`src/rtl/fifo_err_inj_pkg.sv`:
```
// Shared encodings, state enum and LFSR constants for the error-injection sequencer.
package fifo_err_inj_pkg;

    typedef enum logic [1:0] {
        MODE_SINGLE   = 2'd0,
        MODE_PERIODIC = 2'd1,
        MODE_RANDOM   = 2'd2,
        MODE_RSVD     = 2'd3
    } mode_e;

    typedef enum logic [1:0] {
        KIND_SBIT = 2'd0,
        KIND_DBIT = 2'd1,
        KIND_ALT  = 2'd2,
        KIND_RSVD = 2'd3
    } kind_e;

    typedef enum logic [1:0] {
        ST_IDLE  = 2'd0,
        ST_WAIT  = 2'd1,
        ST_PULSE = 2'd2,
        ST_HOLD  = 2'd3
    } state_e;

    localparam logic [15:0] LFSR_SEED = 16'hACE1;
    // Taps x^16+x^14+x^13+x^11 map to state bits 15,13,12,10.
    localparam logic [15:0] LFSR_TAPS = 16'hB400;

    function automatic logic lfsr_feedback(input logic [15:0] v);
        return ^(v & LFSR_TAPS);
    endfunction

endpackage

```
`src/rtl/fifo_err_inj_seq_lfsr.sv`:
```
// 16-bit Fibonacci LFSR with run enable; supplies the random inter-pulse gaps.
module err_inj_lfsr
    import fifo_err_inj_pkg::*;
(
    input  logic        clk_i,
    input  logic        rst_i,
    input  logic        en_i,
    output logic [15:0] lfsr_o
);

    logic [15:0] lfsr_d;
    logic [15:0] lfsr_q;

    always_comb begin
        if (en_i) begin
            lfsr_d = {lfsr_q[14:0], lfsr_feedback(lfsr_q)};
        end else begin
            lfsr_d = lfsr_q;
        end
    end

    always_ff @(posedge clk_i or posedge rst_i) begin
        if (rst_i) begin
            lfsr_q <= LFSR_SEED;
        end else begin
            lfsr_q <= lfsr_d;
        end
    end

    assign lfsr_o = lfsr_q;

endmodule

```
`src/rtl/fifo_err_inj_seq.sv`:
```
// Single-cycle ECC error-injection pulse sequencer for one TMR FIFO lane.
// Random mode (LFSR gaps) is built only when FIFO_ERR_INJ_RANDOM_EN is defined.
module fifo_err_inj_seq
    import fifo_err_inj_pkg::*;
#(
    parameter int PW      = 16,
    parameter int CW      = 16,
    parameter int HOLDOFF = 4
) (
    input  logic          clk_i,
    input  logic          rst_i,
    input  logic          enable_i,
    input  logic [1:0]    mode_i,
    input  logic [1:0]    kind_i,
    input  logic          trig_i,
    input  logic [PW-1:0] period_i,
    input  logic          clr_i,
    output logic          injectsbiterr_o,
    output logic          injectdbiterr_o,
    output logic          busy_o,
    output logic [CW-1:0] sbit_cnt_o,
    output logic [CW-1:0] dbit_cnt_o
);

    localparam int            HW        = (HOLDOFF > 1) ? $clog2(HOLDOFF) : 1;
    localparam logic [HW-1:0] HOLD_LAST = HW'(HOLDOFF - 1);
    localparam logic [PW-1:0] HOLD_IVAL = PW'(HOLDOFF + 1);

    state_e        state_q, state_d, run_state_s;
    mode_e         mode_q, mode_d;
    kind_e         kind_q, kind_d;
    logic [PW-1:0] ival_q, ival_d, ival_s;
    logic [PW-1:0] wcnt_q, wcnt_d;
    logic [HW-1:0] hcnt_q, hcnt_d;
    logic [PW-1:0] gap_s;
    logic          alt_dbit_q, alt_dbit_d;
    logic          pulse_s, sel_dbit_s;
    logic          sbit_q, sbit_d, dbit_q, dbit_d, busy_q, busy_d;
    logic [CW-1:0] sbit_cnt_q, sbit_cnt_d, dbit_cnt_q, dbit_cnt_d;

    assign ival_s = (period_i < HOLD_IVAL) ? HOLD_IVAL : period_i;

`ifdef FIFO_ERR_INJ_RANDOM_EN
    logic [15:0] lfsr_s;
    logic        unused_lfsr_hi_s;

    err_inj_lfsr u_lfsr (
        .clk_i  (clk_i),
        .rst_i  (rst_i),
        .en_i   (enable_i),
        .lfsr_o (lfsr_s)
    );

    assign unused_lfsr_hi_s = ^lfsr_s[15:8];
    // Extra cycles beyond the minimum HOLDOFF+1 spacing before the next pulse.
    assign gap_s = (mode_q == MODE_RANDOM) ? PW'(lfsr_s[7:0]) : (ival_q - HOLD_IVAL);
`else
    assign gap_s = ival_q - HOLD_IVAL;
`endif

    always_ff @(posedge clk_i or posedge rst_i) begin
        if (rst_i) begin
            state_q    <= ST_IDLE;
            mode_q     <= MODE_SINGLE;
            kind_q     <= KIND_SBIT;
            ival_q     <= HOLD_IVAL;
            wcnt_q     <= '0;
            hcnt_q     <= '0;
            alt_dbit_q <= 1'b0;
            sbit_q     <= 1'b0;
            dbit_q     <= 1'b0;
            busy_q     <= 1'b0;
            sbit_cnt_q <= '0;
            dbit_cnt_q <= '0;
        end else begin
            state_q    <= state_d;
            mode_q     <= mode_d;
            kind_q     <= kind_d;
            ival_q     <= ival_d;
            wcnt_q     <= wcnt_d;
            hcnt_q     <= hcnt_d;
            alt_dbit_q <= alt_dbit_d;
            sbit_q     <= sbit_d;
            dbit_q     <= dbit_d;
            busy_q     <= busy_d;
            sbit_cnt_q <= sbit_cnt_d;
            dbit_cnt_q <= dbit_cnt_d;
        end
    end

    always_comb begin
        run_state_s = state_q;
        mode_d      = mode_q;
        kind_d      = kind_q;
        ival_d      = ival_q;
        wcnt_d      = wcnt_q;
        hcnt_d      = hcnt_q;
        case (state_q)
            ST_IDLE: begin
                // Config is re-captured every enabled IDLE cycle, so the exit edge wins.
                mode_d = mode_e'(mode_i);
                kind_d = (kind_i == KIND_RSVD) ? KIND_SBIT : kind_e'(kind_i);
                ival_d = ival_s;
                case (mode_e'(mode_i))
                    MODE_SINGLE: begin
                        if (trig_i) begin
                            run_state_s = ST_PULSE;
                        end else begin
                            run_state_s = ST_IDLE;
                        end
                    end
                    MODE_PERIODIC: begin
                        run_state_s = ST_WAIT;
                        wcnt_d      = ival_s - PW'(1);
                    end
`ifdef FIFO_ERR_INJ_RANDOM_EN
                    MODE_RANDOM: begin
                        run_state_s = ST_WAIT;
                        wcnt_d      = PW'(lfsr_s[7:0]) + PW'(HOLDOFF);
                    end
`endif
                    default: run_state_s = ST_IDLE;
                endcase
            end
            ST_WAIT: begin
                if (wcnt_q == '0) begin
                    run_state_s = ST_PULSE;
                end else begin
                    wcnt_d = wcnt_q - PW'(1);
                end
            end
            ST_PULSE: begin
                run_state_s = ST_HOLD;
                hcnt_d      = '0;
            end
            ST_HOLD: begin
                if (hcnt_q == HOLD_LAST) begin
                    // A zero gap means the hold alone already gives the spacing: pulse directly.
                    if (mode_q == MODE_SINGLE) begin
                        run_state_s = ST_IDLE;
                    end else if (gap_s == '0) begin
                        run_state_s = ST_PULSE;
                    end else begin
                        run_state_s = ST_WAIT;
                        wcnt_d      = gap_s - PW'(1);
                    end
                end else begin
                    hcnt_d = hcnt_q + HW'(1);
                end
            end
            default: run_state_s = ST_IDLE;
        endcase
        state_d = enable_i ? run_state_s : ST_IDLE;
    end

    always_comb begin
        pulse_s = (state_d == ST_PULSE);
        case (kind_d)
            KIND_SBIT: sel_dbit_s = 1'b0;
            KIND_DBIT: sel_dbit_s = 1'b1;
            KIND_ALT:  sel_dbit_s = alt_dbit_q;
            default:   sel_dbit_s = 1'b0;
        endcase
        sbit_d     = pulse_s & ~sel_dbit_s;
        dbit_d     = pulse_s & sel_dbit_s;
        alt_dbit_d = (pulse_s && (kind_d == KIND_ALT)) ? ~alt_dbit_q : alt_dbit_q;
        busy_d     = (state_d != ST_IDLE);
        // Clear has priority, so a pulse coinciding with clr_i is never counted.
        if (clr_i) begin
            sbit_cnt_d = '0;
            dbit_cnt_d = '0;
        end else begin
            sbit_cnt_d = (sbit_q && (sbit_cnt_q != '1)) ? sbit_cnt_q + CW'(1) : sbit_cnt_q;
            dbit_cnt_d = (dbit_q && (dbit_cnt_q != '1)) ? dbit_cnt_q + CW'(1) : dbit_cnt_q;
        end
    end

    assign injectsbiterr_o = sbit_q;
    assign injectdbiterr_o = dbit_q;
    assign busy_o          = busy_q;
    assign sbit_cnt_o      = sbit_cnt_q;
    assign dbit_cnt_o      = dbit_cnt_q;

endmodule

```
`config.mk`:
```
export PLATFORM = sky130hd
export DESIGN_NAME = fifo_err_inj_seq
export DESIGN_NICKNAME = d
export VERILOG_FILES = /design/src/rtl/fifo_err_inj_pkg.sv /design/src/rtl/fifo_err_inj_seq_lfsr.sv /design/src/rtl/fifo_err_inj_seq.sv
export SDC_FILE = /design/constraint.sdc
export NUM_CORES = 1
export LEC_CHECK = 0
export ABC_AREA = 1
export ABC_CLOCK_PERIOD_IN_PS = 4000
export CAP_MARGIN = 20
export CORE_AREA = 2 2 107 109
export DETAILED_ROUTE_END_ITERATION = 8
export DIE_AREA = 0 0 109 111
export GPL_ROUTABILITY_DRIVEN = 0
export PLACE_DENSITY_LB_ADDON = 0.1
export RECOVER_POWER = 25
export SYNTH_ARGS = -nofsm -noshare
export SYNTH_HDL_FRONTEND = slang
export SYNTH_SLANG_ARGS = --single-unit
```
`constraint.sdc`:
```
create_clock -name clk_i -period 4 [get_ports clk_i]
set_input_delay 1.2 -clock clk_i [delete_from_list [all_inputs] [get_ports clk_i]]
set_output_delay 1.2 -clock clk_i [all_outputs]
set_load 0.005 [all_outputs]
```
* Yosys cells after proc, flatten, opt, wreduce, memory -nomap -nowiden
Index checks and enable logic that the tools add are counted.
** Word-level totals
- Flip-flop bits (word level) :: 76
- Logic and storage cells :: 80
** Cells by class
- $add $sub $neg :: 7
- Order comparisons :: 1
- Equality and inequality tests :: 17
- Muxes and demuxes :: 24
- Bitwise gates (word level) :: 4
- Reduce and logical (&&, ||, !) cells :: 15
** Operator list (number)
- 16-bit 2-to-1 mux :: 10
- 16-bit case mux with 3 select lines :: 1
- 16-bit by 1-bit subtractor with 16-bit output (second input constant) :: 3
- 16-bit by 1-bit adder with 16-bit output (second input constant) :: 2
- 16-bit zero test :: 2
- 16-bit inequality test (second input constant) :: 2
- 2-bit 2-to-1 mux :: 9
- 16-bit by 3-bit less-than comparator with 1-bit output (second input constant) :: 1
- 16-bit by 3-bit subtractor with 16-bit output (second input constant) :: 1
- 2-bit == test (second input constant) :: 6
- 2-bit inequality test (second input constant) :: 5
- 2-bit case mux with 2 select lines :: 2
- 2-bit case mux with 4 select lines :: 1
- 2-bit nonzero test :: 4
- 2-bit by 1-bit == test with 1-bit output (second input constant) :: 3
- 2-bit zero test :: 3
- 6-bit AND reduction :: 1
- 1-bit logical AND :: 3
- 3-bit nonzero test :: 1
- 2-bit by 1-bit adder with 2-bit output (second input constant) :: 1
- 1-bit AND :: 2
- 2-bit by 1-bit inequality test with 1-bit output (second input constant) :: 1
- 1-bit inverter :: 2
- 1-bit case mux with 2 select lines :: 1
- 2-bit AND reduction :: 1

* Depth between registers and ports, before layout
- Depth in word-level cells :: 9
- Mapped depth :: 19
- Mapped depth without buffers :: 19

* Worst setup path after synthesis
No wires, ideal clock.
- Kind :: input to register
- Start point :: input port period_i[0]
- End point :: register wcnt_q[14]
- Library setup time :: 0.116 ns
- Arrival time :: 2.565 ns
- Data required time :: 3.884 ns
- Path slack :: 1.318 ns
- Stages on the path :: 15
- Cell sequence :: inv_1 nand2_1 a21oi_1 nand3_1 nand3_1 nand2_1 inv_1 ha_1 nand3_1 nor3_2 nand3_1 nand2_1 nand2_1 nand2_1 nand2_1
** On the way
- Cells in the longest elaborated chain, start to end :: 5
** Ends and longest elaborated chain
- start, declared :: line fifo_err_inj_seq.sv:16 : input logic [PW-1:0] period_i,
- 16-bit by 3-bit less-than comparator with 1-bit output :: line fifo_err_inj_seq.sv:41 : assign ival_s = (period_i < HOLD_IVAL) ? HOLD_IVAL : period_i;
- 16-bit 2-to-1 mux * :: line fifo_err_inj_seq.sv:41
- 16-bit by 1-bit subtractor with 16-bit output * :: line fifo_err_inj_seq.sv:114 : wcnt_d = ival_s - PW'(1);
- 16-bit 2-to-1 mux * :: line fifo_err_inj_seq.sv:104 : case (mode_e'(mode_i))
- 16-bit case mux with 3 select lines * :: line fifo_err_inj_seq.sv:98 : case (state_q)
- end signal, assigned :: line fifo_err_inj_seq.sv:80 : wcnt_q <= wcnt_d;
- end, declared :: line fifo_err_inj_seq.sv:33 : logic [PW-1:0] wcnt_q, wcnt_d;
Mark *: on every way between the ends. The rest lies on a longest branch, timed or not. The select of a mux whose other input is x is not followed.
A chain may end at the register's enable or synchronous reset.

* Final worst setup path
- Start point :: input port period_i[15]
- End point :: register wcnt_q[14]
** On the way
- Cells in the longest elaborated chain, start to end :: 5
** Ends and longest elaborated chain (line)
- 16-bit by 3-bit less-than comparator with 1-bit output :: fifo_err_inj_seq.sv:41
- 16-bit 2-to-1 mux :: fifo_err_inj_seq.sv:41
- 16-bit by 1-bit subtractor with 16-bit output :: fifo_err_inj_seq.sv:114
- 16-bit 2-to-1 mux :: fifo_err_inj_seq.sv:104
- 16-bit case mux with 3 select lines :: fifo_err_inj_seq.sv:98
No other way between the ends. The select of a mux whose other input is x is not followed.

==> results.json <==
{
  "tightest_slew_ns": 1.21,
  "place_hpwl_mm": 9.50,
  "grt_antenna_before_repair": 0,
  "grt_overflow": 0,
  "syn_nets": 732,
  "final_util_pct": 53.2,
  "place_inst": 893,
  "synth-async-reset-ratio_pct": 100,
  "grt.total_usage_pct": 22.2,
  "status": "finished, final reports clean",
  "switchingPower_uw": 861,
  "drv_slew": 0,
  "synth_warnings": 0,
  "crit_type": "input port to flop",
  "ant_nets": 0,
  "final_nets": 794,
  "dr.pass1.iters": 5,
  "endpoint_kind": "flop",
  "synth_area_sq_mm": 0.00488,
  "rsz0062_at_grt": "no",
  "nFillCells": 1071,
  "clockBufferDepth": 2,
  "synth.top_cell.area_share_pct": 37.9,
  "leakage_uw": 0.00270,
  "postPlaceCellArea_sq_mm": 0.00562,
  "holdPathStages": 2,
  "insertedDiodeCount": 0,
  "drt_wl_total_mm": 12.6,
  "port_buffers": 59,
  "worstRegToRegCells": 16,
  "yosys.cell_types.count": 43,
  "cts.clk_slew.worst_paths_ns": 0.06,
  "layout_min_cycle_time_ns": 3.26,
  "synth_edf_count": 0,
  "clock_skew_ns": 0.00634,
  "area_growth_pct": 20.7,
  "ys_ff_latch": 76,
  "grt_start_max_net_pins": 30,
  "cp.required_ns": 4.24,
  "cts_buffers": 9,
  "num_vias": 4706,
  "clockRootBuffer": "clkbuf_16",
  "grt_pass1_vias": 4525,
  "startpoint_type": "input port",
  "drive_gt1_share_pct": 8.88,
  "clockPowerShare_pct": 33.5,
  "cts_sinks": 76,
  "power_frac_comb_pct": 26.2,
  "tns_ns": 0,
  "fp-row-count": 39,
  "setup_viol": 0,
  "power_frac_seq_pct": 40.3,
  "stdcell_count": 909,
  "avgSynthCellArea_sq_um": 6.99,
  "relSlewSlack_pct": 19.1,
  "finalHoldViolCount": 0,
  "total_power_uw": 2440,
  "yosys-top-cells-area": "dfrtp_1, nand2_1, inv_1, nor2_1, nand3_1",
  "first_iter_violations": 252,
  "max_cap_violations": 0,
  "ctsHoldBuffers": 0,
  "post_cts_buffers": 0,
  "synth_flop_cell": "dfrtp_1",
  "core_sq_mm": 0.0111,
  "power.density_mw_per_mm2": 414,
  "start_util_pct": 44.1,
  "drc_errors": 0,
  "clk_latency_ns": 0.34,
  "htreeDepth": 3,
  "grt_pass1_wl_mm": 21.3,
  "cts_tree": "done",
  "die_x_um": 109,
  "fp.dieArea_sq_mm": 0.0121,
  "synthCells": 699,
  "cp_max_fo": 5,
  "die_h_um": 111,
  "final_area_sq_mm": 0.00590,
  "cp.arrival_ns": 3.50,
  "wl_per_cell_um": 13.8,
  "ctsResizeCount": 0,
  "peakVddDrop_v": 0.000233,
  "fin_crit_sh_pct": 81.4,
  "min_path_type": "flop to flop",
  "num_io_pins": 60,
  "clock.fmax_ghz": 0.307,
  "synth_largest_area_cell": "dfrtp_1",
  "via_per_inst": 5.18,
  "power_switching_share_pct": 35.3,
  "intPower_uw": 1580,
  "yosysSeqAreaShare_pct": 39.0
}
-- kinds of logic (layout without fill, tap and decap cells) --
kind of cell | Yosys count | in the layout | share of synthesized area, %
AO/OA/AOI/OAI | 109 | 109 | 12.9
XOR/XNOR | 9 | 9 | 1.61
adder cells (fa/ha/maj) | 8 | 8 | 2.05
buffers and inverters | 121 | 188 | 9.81
flip-flops | 76 | 76 | 39.0
AND/OR/NAND/NOR | 376 | 376 | 34.7
-- worst max-delay path, cell delays in order --
cell           delay [ns]
dlygate4sd3_1        0.57
nor2_1               0.17
nand2_1              0.08
nor2_1               0.14
nand3_1              0.18
nand3_1              0.11
nand2_1              0.06
inv_1                0.08
ha_1                 0.20
nand3_1              0.11
nor3_2               0.27
nand3_1              0.10
nand2_1              0.07
nand2_1              0.05
nand2_1              0.05
nand2_1              0.05
-- power by group through the flow --
stage               Clock (uW)  Sequential [uW]  Combinational [uW]
floorplan                    0              967                 487
global placement             0              994                 632
detailed placement           0              995                 637
CTS                        834              983                 641
global route               863              997                 729
finish                     819              983                 639
-- synthesized netlist by cell type (all sizes together), types with 2 or more instances --
library cell  count
buf               5
dfrtp            74
nor3             22
dfstp             2
o21ai            62
xnor2             4
nand4            11
nand3b            3
xor2              5
nand2           193
nor4              6
a21oi            30
or2               2
nand3            52
inv             110
nor2             85
o211ai            2
clkbuf            6
a31oi             6
a22o              2
o21a              3
o22ai             3
ha                8
-- stage by stage --
step / hold WS [ns] / worst slack (ns)
after floorplan: 0.443 / 0.865
after global placement: 0.458 / 0.558
after detailed placement: 0.477 / 0.509
after CTS: 0.489 / 0.873
after global routing: 0.510 / 0.476
final: 0.483 / 0.742
-- final cells by class --
| class | instances | area [sq um] | area share, % |
|---|---|---|---|
| multi-input combinational | 502 | 2490 | 42.3 |
| clock buffer | 9 | 225 | 3.82 |
| inverter | 110 | 418 | 7.09 |
| sequential | 76 | 1900 | 32.3 |
| tap | 143 | 179 | 3.03 |
| timing repair buffer | 62 | 609 | 10.3 |
| clock inverter | 7 | 67.6 | 1.15 |
-- worst paths after layout --
check	from	end	slack, ns
setup / recovery	period_i[15]	wcnt_q[14]	0.74
hold / removal	mode_q[1]	mode_q[1]	0.48
setup reg to reg	ival_q[0]	wcnt_q[15]	1.41
max in group asynchronous	rst_i	mode_q[1]	1.37
hold reg to reg	mode_q[1]	mode_q[1]	0.48
min in group asynchronous	rst_i	sbit_cnt_o[5]	1.62
-- metal layers --
layer | track usage, % | routed length [um]
met5 | 0 | 0
met4 | 10.5 | 337
met3 | 3.17 | 700
met2 | 34.9 | 5800
met1 | 29.9 | 5730
-- state kept, by name, summed over array words and instances (netlist names) --
register,flops
dbit_cnt_o,16
ival_q,16
sbit_cnt_o,16
wcnt_q,16
hcnt_q,2
kind_q,2
mode_q,2
state_q,2
alt_dbit_q,1
busy_o,1
injectdbiterr_o,1
injectsbiterr_o,1
-- cell usage in the layout (no fill, tap or decap), types with 12 or more instances in the layout --
cell,synthesis,layout
nand2_1,181,182
inv_1,101,101
nor2_1,74,74
dfrtp_1,74,74
clkdlybuf4s50_1,0,56
nand3_1,49,49
o21ai_0,45,45
a21oi_1,26,26
nor3_1,19,19
o21ai_1,12,12
Note: power is estimated with default switching activity, not from simulation.
